`config.mk`:
```
export PLATFORM = sky130hd
export DESIGN_NAME = clock_group_reset_sequencer
export DESIGN_NICKNAME = d
export VERILOG_FILES = /design/src/rtl/clock_group_pkg.sv /design/src/rtl/clock_group_reset_channel.sv /design/src/rtl/clock_group_reset_sequencer.sv
export SDC_FILE = /design/constraint.sdc
export NUM_CORES = 1
export LEC_CHECK = 0
export ABC_AREA = 1
export CAP_MARGIN = 10
export CORE_ASPECT_RATIO = 1.75
export CORE_UTILIZATION = 45
export CTS_CLUSTER_SIZE = 30
export DETAILED_ROUTE_END_ITERATION = 16
export PLACE_DENSITY = 0.69
export REMOVE_ABC_BUFFERS = 1
export SLEW_MARGIN = 10
export SYNTH_ARGS = -nofsm -noshare
export SYNTH_HDL_FRONTEND = slang
export SYNTH_SLANG_ARGS = --single-unit
```
`constraint.sdc`:
```
create_clock -name clock -period 5 [get_ports clock]
set_input_delay 0.75 -clock clock [delete_from_list [all_inputs] [get_ports clock]]
set_output_delay 0.75 -clock clock [all_outputs]
set_load 0.05 [all_outputs]
```
`src/rtl/clock_group_pkg.sv`:
```
// Shared types and helpers for the clock-group reset sequencer.
// The optional clock-enable flops are controlled by CLOCK_GROUP_RESET_SEQ_CLKEN_EN.
package clock_group_pkg;

    typedef enum logic [1:0] {
        HOLD    = 2'd0,
        RELEASE = 2'd1,
        RUN     = 2'd2
    } seq_state_t;

    localparam int DEF_N_CH        = 8;
    localparam int DEF_SYNC_STAGES = 2;
    localparam int DEF_DELAY_W     = 8;
    localparam int DEF_HOLD_CYCLES = 16;

    // LSB position of channel ch's gap inside the packed release_delay vector.
    function automatic int unsigned delay_lsb(input int unsigned ch, input int unsigned w);
        return ch * w;
    endfunction

endpackage

```
`src/rtl/clock_group_reset_channel.sv`:
```
// One member channel: release/soft-reset flop, soft-reset timer and ack pulse.
// With CLOCK_GROUP_RESET_SEQ_CLKEN_EN defined, out_clock_en is a registered !out_reset.
module clock_group_reset_channel
    import clock_group_pkg::*;
#(
    parameter int HOLD_CYCLES = DEF_HOLD_CYCLES
) (
    input  logic clock,
    input  logic reset,
    input  logic release_strobe,
    input  logic run,
    input  logic soft_req,
    output logic soft_ack,
    output logic out_reset,
    output logic out_clock_en
);

    localparam int HOLD_W = $clog2(HOLD_CYCLES + 1);
    localparam logic [HOLD_W-1:0] HOLD_LAST = HOLD_W'(HOLD_CYCLES - 1);

    logic              req_q;
    logic              armed;
    logic [HOLD_W-1:0] hold_cnt;

    // NOTE: sequential state uses non-blocking assignments so every flop samples pre-edge values.
    always_ff @(posedge clock or posedge reset) begin
        if (reset) begin
            out_reset <= 1'b1;
            soft_ack  <= 1'b0;
            req_q     <= 1'b0;
            armed     <= 1'b1;
            hold_cnt  <= '0;
        end else begin
            req_q    <= soft_req;
            soft_ack <= 1'b0;
            // A held request re-arms only after it has been seen low.
            if (!req_q) armed <= 1'b1;
            if (release_strobe) begin
                out_reset <= 1'b0;
            end else if (run) begin
                if (out_reset) begin
                    if (hold_cnt == HOLD_LAST) begin
                        out_reset <= 1'b0;
                        soft_ack  <= 1'b1;
                        hold_cnt  <= '0;
                    end else begin
                        hold_cnt <= hold_cnt + 1'b1;
                    end
                end else if (req_q && armed) begin
                    out_reset <= 1'b1;
                    armed     <= 1'b0;
                    hold_cnt  <= '0;
                end
            end
        end
    end

`ifdef CLOCK_GROUP_RESET_SEQ_CLKEN_EN
    always_ff @(posedge clock or posedge reset) begin
        if (reset) out_clock_en <= 1'b0;
        else       out_clock_en <= !out_reset;
    end
`else
    assign out_clock_en = 1'b1;
`endif

endmodule

```
`src/rtl/clock_group_reset_sequencer.sv`:
```
// Staged reset release across N_CH member channels, then per-channel soft reset.
// Define CLOCK_GROUP_RESET_SEQ_CLKEN_EN to register the per-channel clock enables.
module clock_group_reset_sequencer
    import clock_group_pkg::*;
#(
    parameter int N_CH        = DEF_N_CH,
    parameter int SYNC_STAGES = DEF_SYNC_STAGES,
    parameter int DELAY_W     = DEF_DELAY_W,
    parameter int HOLD_CYCLES = DEF_HOLD_CYCLES
) (
    input  logic                    clock,
    input  logic                    reset,
    input  logic [N_CH*DELAY_W-1:0] release_delay,
    input  logic [N_CH-1:0]         soft_req,
    output logic [N_CH-1:0]         soft_ack,
    output logic [N_CH-1:0]         out_reset,
    output logic [N_CH-1:0]         out_clock_en,
    output logic                    seq_done
);

    localparam int CH_W   = (N_CH > 1) ? $clog2(N_CH) : 1;
    localparam int HOLD_W = $clog2(HOLD_CYCLES + 1);
    localparam logic [CH_W-1:0]   LAST_CH   = CH_W'(N_CH - 1);
    localparam logic [HOLD_W-1:0] HOLD_LAST = HOLD_W'(HOLD_CYCLES - 1);

    // Reset synchroniser: asserts immediately, deasserts after SYNC_STAGES edges.
    logic [SYNC_STAGES-1:0] sync_ff;
    logic                   rst_s;

    always_ff @(posedge clock or posedge reset) begin
        if (reset) sync_ff <= '1;
        else       sync_ff <= {sync_ff[SYNC_STAGES-2:0], 1'b0};
    end

    assign rst_s = sync_ff[SYNC_STAGES-1];

    seq_state_t        state, state_next;
    logic [HOLD_W-1:0] hold_cnt, hold_next;
    logic [CH_W-1:0]   ch, ch_next, slot_idx;
    logic [DELAY_W-1:0] cnt, cnt_next, cur_delay, delay_next, entry_delay;
    logic              done_next;
    logic [N_CH-1:0]   release_vec;

    always_ff @(posedge clock or posedge reset) begin
        if (reset) begin
            state     <= HOLD;
            hold_cnt  <= '0;
            ch        <= '0;
            cnt       <= '0;
            cur_delay <= '0;
            seq_done  <= 1'b0;
        end else begin
            state     <= state_next;
            hold_cnt  <= hold_next;
            ch        <= ch_next;
            cnt       <= cnt_next;
            cur_delay <= delay_next;
            seq_done  <= done_next;
        end
    end

    // The gap is latched on slot entry, so later edits to release_delay wait for the next slot.
    always_comb begin
        slot_idx = '0;
        if (state == RELEASE && ch != LAST_CH) slot_idx = ch + 1'b1;
        entry_delay = release_delay[delay_lsb(32'(slot_idx), DELAY_W) +: DELAY_W];
    end

    // NOTE: every always_comb output gets a default first so no path can infer a latch.
    always_comb begin
        state_next  = state;
        hold_next   = hold_cnt;
        ch_next     = ch;
        cnt_next    = cnt;
        delay_next  = cur_delay;
        done_next   = seq_done;
        release_vec = '0;
        case (state)
            HOLD: begin
                if (!rst_s) begin
                    if (hold_cnt == HOLD_LAST) begin
                        state_next = RELEASE;
                        hold_next  = '0;
                        ch_next    = '0;
                        cnt_next   = '0;
                        delay_next = entry_delay;
                    end else begin
                        hold_next = hold_cnt + 1'b1;
                    end
                end
            end
            RELEASE: begin
                if (cnt == cur_delay) begin
                    release_vec[ch] = 1'b1;
                    cnt_next        = '0;
                    if (ch == LAST_CH) begin
                        state_next = RUN;
                        done_next  = 1'b1;
                    end else begin
                        ch_next    = ch + 1'b1;
                        delay_next = entry_delay;
                    end
                end else begin
                    cnt_next = cnt + 1'b1;
                end
            end
            RUN:     ;
            default: state_next = HOLD;
        endcase
    end

    for (genvar i = 0; i < N_CH; i++) begin : g_ch
        clock_group_reset_channel #(
            .HOLD_CYCLES (HOLD_CYCLES)
        ) u_channel (
            .clock          (clock),
            .reset          (reset),
            .release_strobe (release_vec[i]),
            .run            (seq_done),
            .soft_req       (soft_req[i]),
            .soft_ack       (soft_ack[i]),
            .out_reset      (out_reset[i]),
            .out_clock_en   (out_clock_en[i])
        );
    end

endmodule

```
==> results of run 1 <==
==> Yosys cell counts, types with 2 or more instances <==
cell / count / share of area, %
nand2_1: 276 / 16
inv_1: 113 / 6.6
nand3_1: 87 / 6.8
dfrtp_1: 83 / 32
nor2_1: 67 / 3.9
o21ai_0: 34 / 2.7
nand4_1: 31 / 3.0
buf_4: 27 / 3.2
nand3b_1: 26 / 3.1
dfstp_2: 18 / 7.4
ha_1: 12 / 2.3
nor3_1: 10 / 0.78
buf_2: 9 / 0.70
xor2_1: 8 / 1.1
o21ai_1: 7 / 0.55
clkbuf_1: 6 / 0.35
nand2_2: 6 / 0.59
xnor2_1: 6 / 0.82
a21oi_1: 5 / 0.39
inv_2: 5 / 0.29
buf_1: 4 / 0.23
nand2_4: 4 / 0.70
nand3_2: 4 / 0.63
nor2_2: 4 / 0.39
nor2_4: 4 / 0.70
or2_2: 4 / 0.39
buf_6: 2 / 0.35
conb_1: 2 / 0.12
nand4_4: 2 / 0.67
nor2_8: 2 / 0.63
nor3b_1: 2 / 0.23
o21ai_2: 2 / 0.27
==> critical path: cells and delay by family, from the launching register on <==
family / cells / cell delay, ns
adders and majority gates: 2 / 0.50
buffers and inverters: 1 / 0.44
DFF: 1 / 0.49
and+or+nand+nor: 8 / 1.04
==> per-layer routing <==
layer  up-vias  global-route usage, %  share of wire, %
met5         -                      0                 0
met4         0                   6.68               1.9
met3        15                   2.71               3.2
met2       125                   35.4                54
met1      2529                   21.2                41
li1       2890                      -                 -
==> path summary, 6_finish.rpt <==
path                                           endpoint  slack (ns)  depth (start not counted)
worst max-delay path                       cur_delay[4]        2.46                         11
worst min-delay path                         sync_ff[1]        0.36                          0
worst max register to register             cur_delay[4]        2.46                         11
worst min register to register               sync_ff[1]        0.36                          0
max in group asynchronous       g_ch[3].u_channel.armed        3.09                          3
min in group asynchronous       g_ch[3].u_channel.req_q        0.93                          2
==> flip-flops by register name (all words and copies together) (netlist names), 5 cells and up <==
register,count
g_ch.u_channel.req_q,8
hold_cnt,5
g_ch.u_channel.armed,8
g_ch.u_channel.soft_ack,8
g_ch.u_channel.out_reset,8
g_ch.u_channel.hold_cnt,40
cur_delay,8
cnt,8
==> cells by family after synthesis <==
group | count (synthesis)
other | 2
XOR/XNOR | 14
adder cells (fa/ha/maj) | 12
buffers and inverters | 167
flip-flops | 101
AO/OA/AOI/OAI | 54
AND/OR/NAND/NOR | 532
==> layout make-up <==
type | count | area [sq um] | area share, %
Clock buffer | 11 | 233 | 3.08
Timing Repair Buffer | 92 | 916 | 12.1
Clock inverter | 5 | 61.3 | 0.812
Sequential cell | 101 | 2550 | 33.8
Multi-Input combinational cell | 621 | 3120 | 41.3
Inverter | 119 | 450 | 5.97
Tap cell | 177 | 221 | 2.93
==> metrics by stage <==
step | cell area (sq um) | std cells
6_report | 7550 | 1126
5_1_grt | 7550 | 1126
4_1_cts | 7550 | 1126
3_5_place_dp | 7250 | 1110
3_3_place_gp | 7250 | 1110
2_1_floorplan | 6110 | 841
==> power by group <==
part           leakage, nW  internal (mW)  switching (mW)  total (mW)
combinational         2.26          0.362           0.592       0.954
clock                0.132          0.390           0.302       0.692
sequential            1.28          0.914          0.0927        1.01
total                 3.67           1.67           0.986        2.65
==> impl_metrics.py, run 1 <==
metrics = {
    "floorplanning": {
        "io_pins": 99,
        "start_util_pct": 46.0,
        "die_h_um": 160,
        "die_x_um": 92.1,
        "fp.dieArea_sq_um": 14700,
        "coreArea_sq_um": 13900,
        "placementRows": 57,
    },
    "worst_hold_path": {
        "hold_class": "reg2reg",
        "hp-start": "sync_ff[0]",
    },
    "route": {
        "ant_nets": 0,
        "drtPass1Iterations": 4,
        "drt_wl_total_um": 13200,
        "post_drt_wl_per_cell_um": 11.7,
        "route.detailed.drc": 0,
        "viasPerCell": 4.94,
        "dr.first_iter.drc_count": 157,
        "vias": 5559,
    },
    "timing": {
        "worst_pin_slew_ns": 0.934,
        "holdWs_ns": 0.359,
        "max_freq_ghz": 0.393,
        "slew_headroom_pct": 37.8,
        "skew_ns": 0.00798,
        "slew_violations": 0,
        "period_minus_slack_ns": 2.54,
        "setup_violations": 0,
        "finalHoldViolCount": 0,
        "setup_ws_ns": 2.46,
        "fin_tns_setup_ns": 0,
        "grt_setup_unrepaired": "false",
        "period_share_pct": 50.8,
    },
    "clock_network": {
        "cts_resized": 0,
        "insertion_delay_ns": 0.34,
        "postCtsHoldBufs": 0,
        "cts_root_buffer": "clkbuf_16",
        "cts_setup_buffers": 0,
        "h-tree-depth": 3,
        "clk_pin_slew_ns": 0.07,
        "cts_tree": "yes",
        "cts_made_buffers": 9,
        "clock-sinks": 101,
        "cts_max_path_buffers": 2,
    },
    "placed_design": {
        "globalplace.congestion": 0.781,
        "place_ws_ns": 2.48,
        "port_buffers": 90,
        "hpwlAfterDp_um": 9830,
    },
    "worst_setup_path": {
        "crit_fanout": 34,
        "worst_setup_path_end_kind": "flop",
        "startpoint": "ch[0]",
        "path_cells": "ha_1, ha_1, inv_2, nand2_2, nand2_1, nand3_1, nand2_1, nand2_1, nand2_1, nand2_1, nand2_1",
        "r2r_start": "ch[0]",
        "cpPeakStageDelay_ns": 0.49,
        "crit_type": "reg2reg",
        "path_common_cell": "nand2_1",
        "cp.arrival_ns": 2.83,
        "startpoint_type": "flop",
        "cp.required_ns": 5.29,
        "critPathSlowestCell": "dfrtp_1",
    },
    "yosys": {
        "synth_xor_area_share_pct": 1.92,
        "synth_seq_cells": 101,
        "syn_area_sq_um": 6390,
        "synth_top_family_by_area": "simple AND/OR/NAND/NOR gates",
        "ys_async_sr_fraction_pct": 100,
        "synth_area_per_cell_sq_um": 7.25,
        "muxShareOfSynthArea_pct": 0,
        "synth_compound_area_share_pct": 4.62,
        "yosys_warnings": 0,
        "synth_flop_cell": "dfrtp_1",
        "ys_seq_area_share_pct": 39.9,
        "synth_edf_count": 0,
        "synth_cell_type_count": 42,
        "synth_cells": 882,
        "yosys.area_share.simple_pct": 39.3,
        "synthAdderAreaFrac_pct": 2.35,
    },
    "power_and_ir_drop": {
        "p_leak_nw": 3.67,
        "ir_drop_mv": 0.191,
        "p_per_area_nw_per_um2": 351,
        "finalPower_mw": 2.65,
    },
    "layout": {
        "mostFrequentLayoutCell": "nand2_1",
        "final_nets": 1030,
        "final_util_pct": 54.3,
        "n_antenna_cell": 0,
        "synthToLayoutAreaGrowth_pct": 18.0,
        "final_cell_mix": "nand2_1 (276), inv_1 (112), clkdlybuf4s50_1 (90), nand3_1 (87), dfrtp_1 (82)",
        "drive_above_1_share_pct": 8.01,
        "n_fill_cell": 1350,
    },
    "global_route": {
        "track_usage_pct": 18.8,
        "grt_first_pass_wirelength_um": 22900,
        "grt_max_degree": 77,
        "grt_pass1_vias": 5236,
        "globalRouteOverflowTotal": 0,
        "antenna_found_initial": 0,
    },
    "status": {
        "outcome": "finished clean",
    },
    "job": {
        "drv_cap": 0,
    },
}
Power figures use the tool's default switching activity.
==> inputs of run 2 (changes only) <==
--- a/config.mk
+++ b/config.mk
@@ -11,7 +11,7 @@
 export CORE_UTILIZATION = 45
 export CTS_CLUSTER_SIZE = 30
 export DETAILED_ROUTE_END_ITERATION = 16
-export PLACE_DENSITY = 0.69
+export PLACE_DENSITY = 0.71
 export REMOVE_ABC_BUFFERS = 1
 export SLEW_MARGIN = 10
 export SYNTH_ARGS = -nofsm -noshare
==> constraint.sdc (replaced) <==
create_clock -name clock -period 2.1 [get_ports clock]
set_input_delay 0.315 -clock clock [delete_from_list [all_inputs] [get_ports clock]]
set_output_delay 0.315 -clock clock [all_outputs]
set_load 0.05 [all_outputs]
==> run 2 against run 1 <==
Against the previous run:
- global-route usage is 1.2 points higher
- largest cell class unchanged
- critical path depth down 10
- critical path type is now reg2out
- sequential power grew 140%
- critical endpoint is now out_reset[2]
- setup slack lost 2.4 ns
==> impl_metrics.py, run 2 (synthesized netlist as in run 1, its figures left out) <==
metrics = {
    "status": {
        "outcome": "finished clean",
    },
    "clock_network": {
        "postCtsHoldBufs": 0,
        "clock-sinks": 101,
        "h-tree-depth": 3,
        "cts_max_path_buffers": 2,
        "clk_pin_slew_ns": 0.06,
        "cts_root_buffer": "clkbuf_16",
        "cts_made_buffers": 9,
        "cts_tree": "yes",
        "insertion_delay_ns": 0.34,
    },
    "layout": {
        "mostFrequentLayoutCell": "nand2_1",
        "n_antenna_cell": 0,
        "synthToLayoutAreaGrowth_pct": 21.6,
        "largest_reg_flops": 40,
        "final_cell_mix": "nand2_1 (276), inv_1 (112), nand3_1 (87), clkdlybuf4s50_1 (86), dfrtp_1 (82)",
        "finalInstanceArea_sq_um": 7770,
        "final_util_pct": 55.9,
        "final_nets": 1049,
        "largest_register": "g_ch.u_channel.hold_cnt",
        "drive_above_1_share_pct": 10.1,
        "instances_no_fill": 1145,
        "n_fill_cell": 1352,
    },
    "global_route": {
        "globalRouteOverflowTotal": 0,
        "grt_first_pass_wirelength_um": 24000,
        "grt_pass1_vias": 5486,
        "antenna_found_initial": 0,
        "grt_max_degree": 36,
        "track_usage_pct": 20.0,
    },
    "floorplanning": {
        "coreArea_sq_um": 13900,
        "start_util_pct": 46.0,
        "die_h_um": 160,
        "io_pins": 99,
        "die_x_um": 92.1,
        "placementRows": 57,
        "fp.dieArea_sq_um": 14700,
    },
    "worst_setup_path": {
        "cpPeakStageDelay_ns": 0.81,
        "worstRegToRegCells": 7,
        "r2r-end": "g_ch[1].u_channel.hold_cnt[1]",
        "r2r_slack_ns": 0.29,
        "path_buf_inv": 1,
        "critPathSlowestCell": "clkdlybuf4s50_1",
        "r2r_start": "cnt[6]",
        "worst_setup_path_end_kind": "primary output",
        "cp.required_ns": 1.78,
        "crit_type": "reg2out",
        "crit_fanout": 5,
        "path_cells": "clkdlybuf4s50_1",
        "startpoint_type": "flop",
        "worst_path_dominant_cell_family": "buffers and inverters",
        "cp.arrival_ns": 1.72,
    },
    "timing": {
        "max_freq_ghz": 0.491,
        "slew_violations": 0,
        "skew_ns": 0.00680,
        "slew_headroom_pct": 62.8,
        "period_share_pct": 97.0,
        "grt_setup_unrepaired": "false",
        "setup_ws_ns": 0.0635,
        "setup_violations": 0,
        "finalHoldViolCount": 0,
        "period_minus_slack_ns": 2.04,
        "worst_pin_slew_ns": 0.558,
    },
    "placed_design": {
        "hpwlAfterDp_um": 10300,
        "detailed_place.area_sq_um": 7450,
        "port_buffers": 90,
        "place_inst": 1129,
        "globalplace.congestion": 0.815,
        "place_ws_ns": 0.308,
    },
    "power_and_ir_drop": {
        "ir_drop_mv": 0.643,
        "finalPower_mw": 6.65,
        "p_per_area_nw_per_um2": 855,
        "p_leak_nw": 3.83,
    },
    "route": {
        "post_drt_wl_per_cell_um": 11.7,
        "viasPerCell": 4.89,
        "ant_nets": 0,
        "drtPass1Iterations": 5,
        "vias": 5596,
        "route.detailed.drc": 0,
        "drt_wl_total_um": 13500,
        "dr.first_iter.drc_count": 197,
    },
    "job": {
        "drv_cap": 0,
    },
    "worst_hold_path": {
        "hold_class": "in2async",
    },
}
==> run 2: area by class of cell <==
cell class / count / area (sq um) / share of cell area [%]
well taps: 177 / 221 / 2.85
clock inverters: 4 / 72.6 / 0.934
clock buffers: 12 / 246 / 3.17
multi-input cells: 621 / 3120 / 40.1
inverters: 119 / 450 / 5.79
flip-flops and latches: 101 / 2550 / 32.8
repair buffers: 111 / 1120 / 14.4
==> run 2: timing repair <==
item	CTS	global route
gates resized for setup	0	1
setup buffers	0	0
endpoints found under the hold margin	0	0
setup endpoints to repair	0	1
==> run 2: per-stage QoR <==
step,hold WS [ns],setup TNS (ns)
2_1_floorplan,0.345,-78.19
3_3_place_gp,0.347,0
3_5_place_dp,0.349,0
4_1_cts,0.359,0
5_1_grt,0.366,0
6_report,0.355,0
==> run 2: where the power goes <==
part | leakage, nW | total [mW] | internal (mW) | switching [mW]
Sequential | 1.28 | 2.38 | 2.18 | 0.203
Combinational | 2.40 | 2.48 | 1.01 | 1.47
Clock | 0.153 | 1.79 | 1.08 | 0.715
==> run 2: metal layers <==
layer	track usage, %	up-vias	wire [um]
met3	2.38	22	362
met1	21.3	2524	5400
li1	-	2923	-
met5	0	-	0
met4	7.74	0	267
met2	39.1	127	7420
==> run 2: worst max-delay path by stage <==
| stage | from | to | slack, ns | depth (start not counted) |
|---|---|---|---|---|
| after CTS | g_ch[6].u_channel.out_reset | out_reset[6] | 0.03 | 1 |
| after detailed placement | cnt[6] | g_ch[1].u_channel.hold_cnt[1] | 0.31 | 7 |
| after global placement | cnt[6] | g_ch[1].u_channel.hold_cnt[1] | 0.33 | 7 |
| after global routing | g_ch[3].u_channel.out_reset | out_reset[3] | 0.02 | 1 |
| final | g_ch[2].u_channel.out_reset | out_reset[2] | 0.06 | 1 |
| after floorplan | reset | ch[0] | -0.83 | 1 |
==> inputs of run 3 (changes only) <==
--- a/config.mk
+++ b/config.mk
@@ -9,7 +9,7 @@
 export CAP_MARGIN = 10
 export CORE_ASPECT_RATIO = 1.75
 export CORE_UTILIZATION = 45
-export CTS_CLUSTER_SIZE = 30
+export CTS_CLUSTER_SIZE = 28
 export DETAILED_ROUTE_END_ITERATION = 16
 export PLACE_DENSITY = 0.71
 export REMOVE_ABC_BUFFERS = 1
==> results of run 3 <==
Final layout, timing and power as in run 2 (identical DEF).
